--- config.mk ---
export PLATFORM = sky130hd
export DESIGN_NAME = bram_byte_access_master
export DESIGN_NICKNAME = d
export VERILOG_FILES = /design/src/rtl/bram_byte_access_master.sv
export SDC_FILE = /design/constraint.sdc
export NUM_CORES = 1
export LEC_CHECK = 0
export ABC_AREA = 0
export BUFFER_PORTS_ARGS = -buffer_cell sky130_fd_sc_hd__buf_2
export CAP_MARGIN = 30
export CORE_MARGIN = 5
export CORE_UTILIZATION = 46
export DETAILED_ROUTE_END_ITERATION = 7
export PLACE_DENSITY = 0.75
export REMOVE_ABC_BUFFERS = 1
export SLEW_MARGIN = 20
export SYNTH_ARGS = -nofsm -noshare
export SYNTH_HDL_FRONTEND = slang
export SYNTH_SLANG_ARGS = --single-unit
--- constraint.sdc ---
create_clock -name clock -period 2.3 [get_ports clock]
set_input_delay 0.46 -clock clock [delete_from_list [all_inputs] [get_ports clock]]
set_output_delay 0.46 -clock clock [all_outputs]
set_load 0.1 [all_outputs]
--- src/rtl/bram_byte_access_master.sv ---
// rtl/bram_byte_access_master.sv - byte-addressed load/store requester port for a byte-enable BRAM
//
// Purpose:
//   Takes byte/half/word load and store requests from an LSU and drives one
//   word-addressed BRAM access per request. Stores are lane-replicated with a
//   byte-enable mask. Loads are extracted from the returned word and then
//   sign- or zero-extended. Illegal sizes and misaligned accesses are answered
//   with resp_error and never reach the BRAM.
//
// Ports:
//   clock, reset          rising-edge clock, asynchronous active-low reset
//   req_valid/req_ready   request handshake
//   req_write, req_size   store/load select; 00 byte, 01 half, 10 word, 11 illegal
//   req_unsigned          load extension select (ignored for word loads)
//   req_addr, req_wdata   byte address, right-justified store data
//   resp_valid/resp_ready response handshake
//   resp_rdata, resp_error load result (0 for stores/errors), error flag
//   readEnable, readAddress, readData                        BRAM read port
//   writeEnable, writeByteEnable, writeAddress, writeData    BRAM write port

module bram_byte_access_master #(
  parameter int DATA_WIDTH = 32,
  parameter int ADDR_WIDTH = 8,
  parameter int NUM_BYTES  = DATA_WIDTH / 8
) (
  input  logic                    clock,
  input  logic                    reset,
  input  logic                    req_valid,
  output logic                    req_ready,
  input  logic                    req_write,
  input  logic [1:0]              req_size,
  input  logic                    req_unsigned,
  input  logic [ADDR_WIDTH+1:0]   req_addr,
  input  logic [DATA_WIDTH-1:0]   req_wdata,
  output logic                    resp_valid,
  input  logic                    resp_ready,
  output logic [DATA_WIDTH-1:0]   resp_rdata,
  output logic                    resp_error,
  output logic                    readEnable,
  output logic [ADDR_WIDTH-1:0]   readAddress,
  input  logic [DATA_WIDTH-1:0]   readData,
  output logic                    writeEnable,
  output logic [NUM_BYTES-1:0]    writeByteEnable,
  output logic [ADDR_WIDTH-1:0]   writeAddress,
  output logic [DATA_WIDTH-1:0]   writeData
);

  typedef enum logic [1:0] {
    IDLE  = 2'd0,
    ISSUE = 2'd1,
    WAIT  = 2'd2,
    RESP  = 2'd3
  } stateType;

  stateType state, stateNext;

  logic                  readyNext;
  logic                  readEnableNext;
  logic                  writeEnableNext;
  logic                  respValidNext;
  logic                  respErrorNext;
  logic [ADDR_WIDTH-1:0] readAddressNext;
  logic [ADDR_WIDTH-1:0] writeAddressNext;
  logic [NUM_BYTES-1:0]  writeByteEnableNext;
  logic [DATA_WIDTH-1:0] writeDataNext;
  logic [DATA_WIDTH-1:0] respRdataNext;

  // Request fields kept for the load extraction done in WAIT.
  logic [1:0] latSize, latSizeNext;
  logic [1:0] latOffset, latOffsetNext;
  logic       latUnsigned, latUnsignedNext;
  logic       latWrite, latWriteNext;

  logic [ADDR_WIDTH-1:0] reqWordAddr;
  logic [1:0]            reqOffset;
  logic                  reqIllegal;
  logic                  accept;
  logic [NUM_BYTES-1:0]  laneMask;
  logic [DATA_WIDTH-1:0] laneData;
  logic [7:0]            loadByte;
  logic [15:0]           loadHalf;
  logic [DATA_WIDTH-1:0] loadValue;

  assign reqWordAddr = req_addr[ADDR_WIDTH+1:2];
  assign reqOffset   = req_addr[1:0];
  assign accept      = req_valid & req_ready;

  assign reqIllegal = (req_size == 2'b11) ||
                      ((req_size == 2'b01) && reqOffset[0]) ||
                      ((req_size == 2'b10) && (reqOffset != 2'b00));

  // Store steering: replicate the narrow datum on every lane and let the
  // byte-enable mask pick the lane(s) the address points at.
  always_comb begin
    laneMask = '1;
    laneData = req_wdata;
    case (req_size)
      2'b00: begin
        laneMask = NUM_BYTES'(1) << reqOffset;
        laneData = {NUM_BYTES{req_wdata[7:0]}};
      end
      2'b01: begin
        laneMask = NUM_BYTES'(3) << reqOffset;
        laneData = {(NUM_BYTES / 2){req_wdata[15:0]}};
      end
      default: begin
        laneMask = '1;
        laneData = req_wdata;
      end
    endcase
  end

  // Load extraction from the word returned by the BRAM.
  assign loadByte = readData[{latOffset, 3'b000} +: 8];
  assign loadHalf = readData[{latOffset[1], 4'b0000} +: 16];

  always_comb begin
    loadValue = readData;
    case (latSize)
      2'b00: loadValue = latUnsigned ? {{(DATA_WIDTH-8){1'b0}}, loadByte}
                                     : {{(DATA_WIDTH-8){loadByte[7]}}, loadByte};
      2'b01: loadValue = latUnsigned ? {{(DATA_WIDTH-16){1'b0}}, loadHalf}
                                     : {{(DATA_WIDTH-16){loadHalf[15]}}, loadHalf};
      default: loadValue = readData;
    endcase
  end

  // Next-state and next-output logic. Every output is a register, so the
  // strobes for an access are loaded on the accept edge and are therefore
  // high during the ISSUE cycle; they drop on the edge that leaves ISSUE.
  always_comb begin
    stateNext           = state;
    readyNext           = 1'b0;
    readEnableNext      = 1'b0;
    writeEnableNext     = 1'b0;
    writeByteEnableNext = '0;
    readAddressNext     = readAddress;
    writeAddressNext    = writeAddress;
    writeDataNext       = writeData;
    respValidNext       = resp_valid;
    respRdataNext       = resp_rdata;
    respErrorNext       = resp_error;
    latSizeNext         = latSize;
    latOffsetNext       = latOffset;
    latUnsignedNext     = latUnsigned;
    latWriteNext        = latWrite;

    case (state)
      IDLE: begin
        readyNext = 1'b1;
        if (accept) begin
          readyNext       = 1'b0;
          latSizeNext     = req_size;
          latOffsetNext   = reqOffset;
          latUnsignedNext = req_unsigned;
          latWriteNext    = req_write;
          if (reqIllegal) begin
            stateNext     = RESP;
            respValidNext = 1'b1;
            respErrorNext = 1'b1;
            respRdataNext = '0;
          end else begin
            stateNext = ISSUE;
            if (req_write) begin
              writeEnableNext     = 1'b1;
              writeAddressNext    = reqWordAddr;
              writeByteEnableNext = laneMask;
              writeDataNext       = laneData;
            end else begin
              readEnableNext  = 1'b1;
              readAddressNext = reqWordAddr;
            end
          end
        end
      end

      ISSUE: begin
        if (latWrite) begin
          stateNext     = RESP;
          respValidNext = 1'b1;
          respErrorNext = 1'b0;
          respRdataNext = '0;
        end else begin
          stateNext = WAIT;
        end
      end

      // readData for the strobe sampled at the end of ISSUE is present now.
      WAIT: begin
        stateNext     = RESP;
        respValidNext = 1'b1;
        respErrorNext = 1'b0;
        respRdataNext = loadValue;
      end

      RESP: begin
        if (resp_ready) begin
          stateNext     = IDLE;
          respValidNext = 1'b0;
          respErrorNext = 1'b0;
          respRdataNext = '0;
          readyNext     = 1'b1;
        end
      end

      default: begin
        stateNext = IDLE;
      end
    endcase
  end

  always_ff @(posedge clock or negedge reset) begin
    if (!reset) begin
      state           <= IDLE;
      req_ready       <= 1'b0;
      readEnable      <= 1'b0;
      readAddress     <= '0;
      writeEnable     <= 1'b0;
      writeByteEnable <= '0;
      writeAddress    <= '0;
      writeData       <= '0;
      resp_valid      <= 1'b0;
      resp_rdata      <= '0;
      resp_error      <= 1'b0;
      latSize         <= 2'b00;
      latOffset       <= 2'b00;
      latUnsigned     <= 1'b0;
      latWrite        <= 1'b0;
    end else begin
      state           <= stateNext;
      req_ready       <= readyNext;
      readEnable      <= readEnableNext;
      readAddress     <= readAddressNext;
      writeEnable     <= writeEnableNext;
      writeByteEnable <= writeByteEnableNext;
      writeAddress    <= writeAddressNext;
      writeData       <= writeDataNext;
      resp_valid      <= respValidNext;
      resp_rdata      <= respRdataNext;
      resp_error      <= respErrorNext;
      latSize         <= latSizeNext;
      latOffset       <= latOffsetNext;
      latUnsigned     <= latUnsignedNext;
      latWrite        <= latWriteNext;
    end
  end

endmodule

; ---- Word-level counts from Yosys, hierarchy flattened
; Index checks and enable logic that the tools add are counted.
[totals]
register_bits = 97
elab_cells = 83
output_inout_bits = 89
in_bits = 82
[op_classes]
n_shift = 4
n_mux = 37
n_eq_ne = 11
reduce_logical = 13
bitwise_logic = 3
[op_table]
columns = op, n
row1 = 32-bit two-way mux, 6
row2 = 32-bit one-hot mux with 2 select lines, 2
row3 = 32-bit one-hot mux with 4 select lines, 1
row4 = 32-bit by 6-bit variable part select with 16-bit output, 1
row5 = 32-bit by 6-bit variable part select with 8-bit output, 1
row6 = 1-bit two-way mux, 16
row7 = 4-bit two-way mux, 4
row8 = 4-bit AND reduction, 3
row9 = "2-bit == test, second input constant", 4
row10 = "2-bit != test, second input constant", 4
row11 = 1-bit one-hot mux with 4 select lines, 2
row12 = 2-bit one-hot mux with 4 select lines, 1
row13 = 4-bit one-hot mux with 2 select lines, 1
row14 = "2-bit by 1-bit == test with 1-bit output, second input constant", 3
row15 = 2-bit zero test, 3
row16 = 2-bit two-way mux, 3
row17 = 2-bit AND reduction, 2
row18 = "1-bit by 2-bit left shift with 4-bit output, first input constant", 1
row19 = "2-bit by 2-bit left shift with 4-bit output, first input constant", 1
row20 = 1-bit logical AND, 2
row21 = 1-bit logical OR, 2
row22 = 1-bit inverter, 2
row23 = 1-bit one-hot mux with 2 select lines, 1
row24 = 2-bit nonzero test, 1
row25 = 1-bit AND, 1

; ---- Logic depth before layout (Yosys ltp)
[logic_depth]
ltp_word = 7
depth_mapped = 9
depth_no_buf = 6

; ---- Least setup slack after synthesis
; Ideal clock, no wire load.
[synth_timing]
path_kind = register -> register
startpoint = reg req_ready
endpoint = reg readAddress[0]
path_slack_ps = 11
path_stages_with_launch = 5
setup_ps = 125
required_time_ps = 2175
arrival_time_ps = 2163
synth_period_minus_slack_ps = 2289
n_path_buf = 1
cell_sequence = dfrtp_1 > nand3_1 > or3_1 > buf_6 > mux2_4
[synth_between]
elab_chain_len = 2
[synth_lines]
columns = element, line_no
row1 = from (decl), 29  ; output logic req_ready,
row2 = from (signal assigned), 231  ; req_ready <= readyNext;
row3 = 1-bit AND, 86  ; assign accept = req_valid & req_ready;
row4 = 4-bit AND reduction (no source line), n/a
row5 = to (signal assigned), 233  ; readAddress <= readAddressNext;
row6 = to (decl), 40  ; output logic [ADDR_WIDTH-1:0] readAddress,
; Every way passes these cells.
; A chain may end at the register's enable or synchronous reset.

; ---- Final worst setup path
[layout_timing]
startpoint = reg state[0]
endpoint = reg resp_rdata[12]
[layout_between]
elab_chain_len = 3
word_cells_on_any_way = 10
classes_between = eq/ne: 7 / mux: 1 / reduce/logical: 2
[layout_lines]
columns = element, line_no
row1 = from (decl), 55  ; stateType state, stateNext;
row2 = from (signal assigned), 230  ; state <= stateNext;
row3 = 2-bit by 1-bit == test with 1-bit output (tied with other cells), 148  ; case (state)
row4 = 2-bit != test (no source line), n/a
row5 = 4-bit AND reduction (no source line), n/a
row6 = to (signal assigned), 239  ; resp_rdata <= respRdataNext;
row7 = to (decl), 37  ; output logic [DATA_WIDTH-1:0] resp_rdata,
; Several ways; a longest one is shown, not always the timed one.

==> metrics.md <==
| Metric | Value |
|---|---|
| Status | completed |
| First-pass GRT wire length | 22600 µm |
| Core Box Area | 10200 µm² |
| Routed Antenna Nets | 0 |
| Avg Cell Area, Syn | 11.0 µm² |
| Clock-pin slew on the worst setup and hold paths | 0.10 ns |
| Netlist cell types | 50 |
| Required @ worst endpoint | 2.52 ns |
| Critical path arrival | 2.42 ns |
| Synth Cell Area | 4790 µm² |
| Post-route DRC | 0 |
| DIE AREA | 12600 µm² |
| Number of synthesized flops with an enable pin | 0 |
| DP Area | 5800 µm² |
| Crit-path slowest cell | dfrtp_1 |
| Final setup vio count | 0 |
| # rows | 37 |
| Slew Viols, Final | 0 |
| Gp weighted congestion | 0.872 |
| Number of global-route vias before repair | 4486 |
| Chip Width | 112 µm |
| Crit-path cells | inv_1 > ha_1 > a21bo_2 > and3_1 > nand2_4 > buf_4 > o221ai_1 |
| Setup Crit Path Kind | flop to flop |
| CP max stage delay | 0.46 ns |
| Fraction of layout cells with a size suffix above 1 | 0.419 |
| Slew HR | 0.533 |
| Fmax | 455 MHz |
| Root Buffer | clkbuf_8 |
| Seq/Total Area, Yosys | 0.507 |
| Pre-CTS WS | 0.142 ns |
| Most common flop cell mapped by yosys | dfrtp_1 |
| Layout overhead on the synthesized area | 25.1% |
| Worst r2r src | state[0] |
| Die H | 112 µm |
| I/O pins | 171 |
| Via-to-Cell Ratio | 5.79 |
| CP Capture Type | flop |
| CTS tree | yes |
| Setup TNS | 0 ns |
| Largest fanout on the critical path | 26 |
| Worst Skew | 0.0158 ns |
| # H-tree levels | 3 |
| Buf/Inv on CP | 2 |
| CTS Buf Count | 9 |
| Synth Register Bits | 97 |
| WL per Instance | 18.4 µm |
| CTS sink cnt | 97 |
| Worst min path class | input port to async pin |
| Final core utilization | 0.586 |
| Initial Utilization | 0.468 |
| Clk_lat worst skew | 0.37 ns |
| Port Buffer Count | 170 |
| Top Family by Delay on Critical Path | simple AND/OR/NAND/NOR gates |
| Drt first-iter violations | 294 |
| Final wirelength | 13600 µm |
| Initial antenna violation count | 3 |
| Leading area contributor after synthesis | dfrtp_1 |
| Max_cap viols | 0 |
| Min Tclk post-route | 2.20 ns |
| Initial DRT Pass Iterations | 5 |
| Async SR Flop Fraction | 1.00 |
| Fill cells | 901 |
| Dpl hpwl | 10000 µm |
| Postcts setup bufs | 0 |
| Hold Vio Cnt, Final | 0 |
| Clk buf depth | 2 |
| Unrepaired setup endpoints after global routing | true |
| Setup ws final | 0.101 ns |
| GRT Util Overall | 0.219 |
| Routed vias | 4279 |
| Ranking of synthesized cells by area | dfrtp_1 51%, mux2_2 6.6%, mux2i_1 5.4% |
| Fin area | 5990 µm² |
| Startpoint types | flop |
| Slew @ Worst Pin | 0.700 ns |
| Fin nets | 683 |
| Ys Warns | 0 |
| Crit path from | state[0] |
| Largest net degree at the start of global routing | 65 |
| Mapped Cells | 434 |
| Final Cycle Share | 0.956 |
| Synth top area share | 0.507 |
| Grt ovf | 0 |
## state kept, by name, summed over array words and instances (netlist names)
name and cells:
resp_rdata 32, latWrite 1, resp_valid 1, resp_error 1, readEnable 1, state 2, readAddress 8, writeAddress 8
writeEnable 1, req_ready 1, writeByteEnable 4, latUnsigned 1, latOffset 2, writeData 32, latSize 2
## final cells by class
class,count,area [µm²],area share
antenna,1,2.50,0.000418
sequential,97,2430,0.405
clock buffer,11,141,0.0236
inverter,10,37.5,0.00626
tap,136,170,0.0284
multi-input combinational,291,2160,0.361
timing repair buffer,188,1010,0.169
clock inverter,5,38.8,0.00647
## cell usage after synthesis, drive strengths merged, types with 5 or more instances
library cell and instances:
clkbuf 19, o32ai 6, nand2b 5, o2bb2ai 17, o221ai 7, inv 10, nand3 10, o21ai 52
a21oi 24, dfrtp 97, o2111ai 16, nand2 30, mux2 36, o41ai 6, nor2 14, mux2i 26
nor3 13, buf 17
## worst paths after layout
path,endpoint,slack (ns),cells after the start
min,resp_rdata[21],0.03,1
max in group asynchronous,readAddress[2],1.66,2
min reg2reg,writeData[18],0.48,2
max reg2reg,resp_rdata[12],0.10,7
min in group clock,latUnsigned,0.33,2
max,resp_rdata[12],0.10,7
## per-stage QoR
stage | cells | hold slack [ns]
CTS | 738 | 0.0134
global placement | 722 | 0.424
finish | 739 | 0.0254
floorplan | 398 | 0.164
global route | 739 | 0.0384
detailed placement | 722 | 0.427
## metal layers
| metal | wire, µm | global-route usage | up-vias | share of wire |
|---|---|---|---|---|
| met1 | 5340 | 0.278 | 2057 | 0.39 |
| met5 | 20 | 0 | - | 0.0015 |
| li1 | - | - | 1960 | - |
| met2 | 6430 | 0.347 | 226 | 0.47 |
| met3 | 1470 | 0.0792 | 32 | 0.11 |
| met4 | 318 | 0.0801 | 4 | 0.023 |
## cells in the final DEF, fill, tap and decap left out, drive strengths merged, types with 3 or more instances in the layout
master   synthesis  final
buf             17    188
dfrtp           97     97
o21ai           52     52
mux2            36     36
nand2           30     30
mux2i           26     26
a21oi           24     24
o2bb2ai         17     17
o2111ai         16     16
nor2            14     14
nor3            13     13
inv             10     12
clkbuf          19     11
nand3           10     10
o221ai           7      7
o32ai            6      6
o41ai            6      6
nand2b           5      5
ha               4      4
o22ai            3      3
## cells by family (layout without fill, tap and decap cells)
| group | count (synthesis) | in the layout | share of synthesized area |
|---|---|---|---|
| and+or+nand+nor | 83 | 83 | 0.0859 |
| buffers and inverters | 46 | 214 | 0.0457 |
| adders and majority gates | 4 | 4 | 0.0104 |
| other | 0 | 1 | 0 |
| DFF | 97 | 97 | 0.507 |
| AOI/OAI and AO/OA | 142 | 142 | 0.206 |
| muxes | 62 | 62 | 0.145 |
## repair_timing
item	CTS	global route
setup endpoints to repair	0	4
hold buffers	0	0
resized for setup	0	1
Power is not shown: default switching activity piles up to over one toggle a cycle in this logic, so the estimate is an artifact.
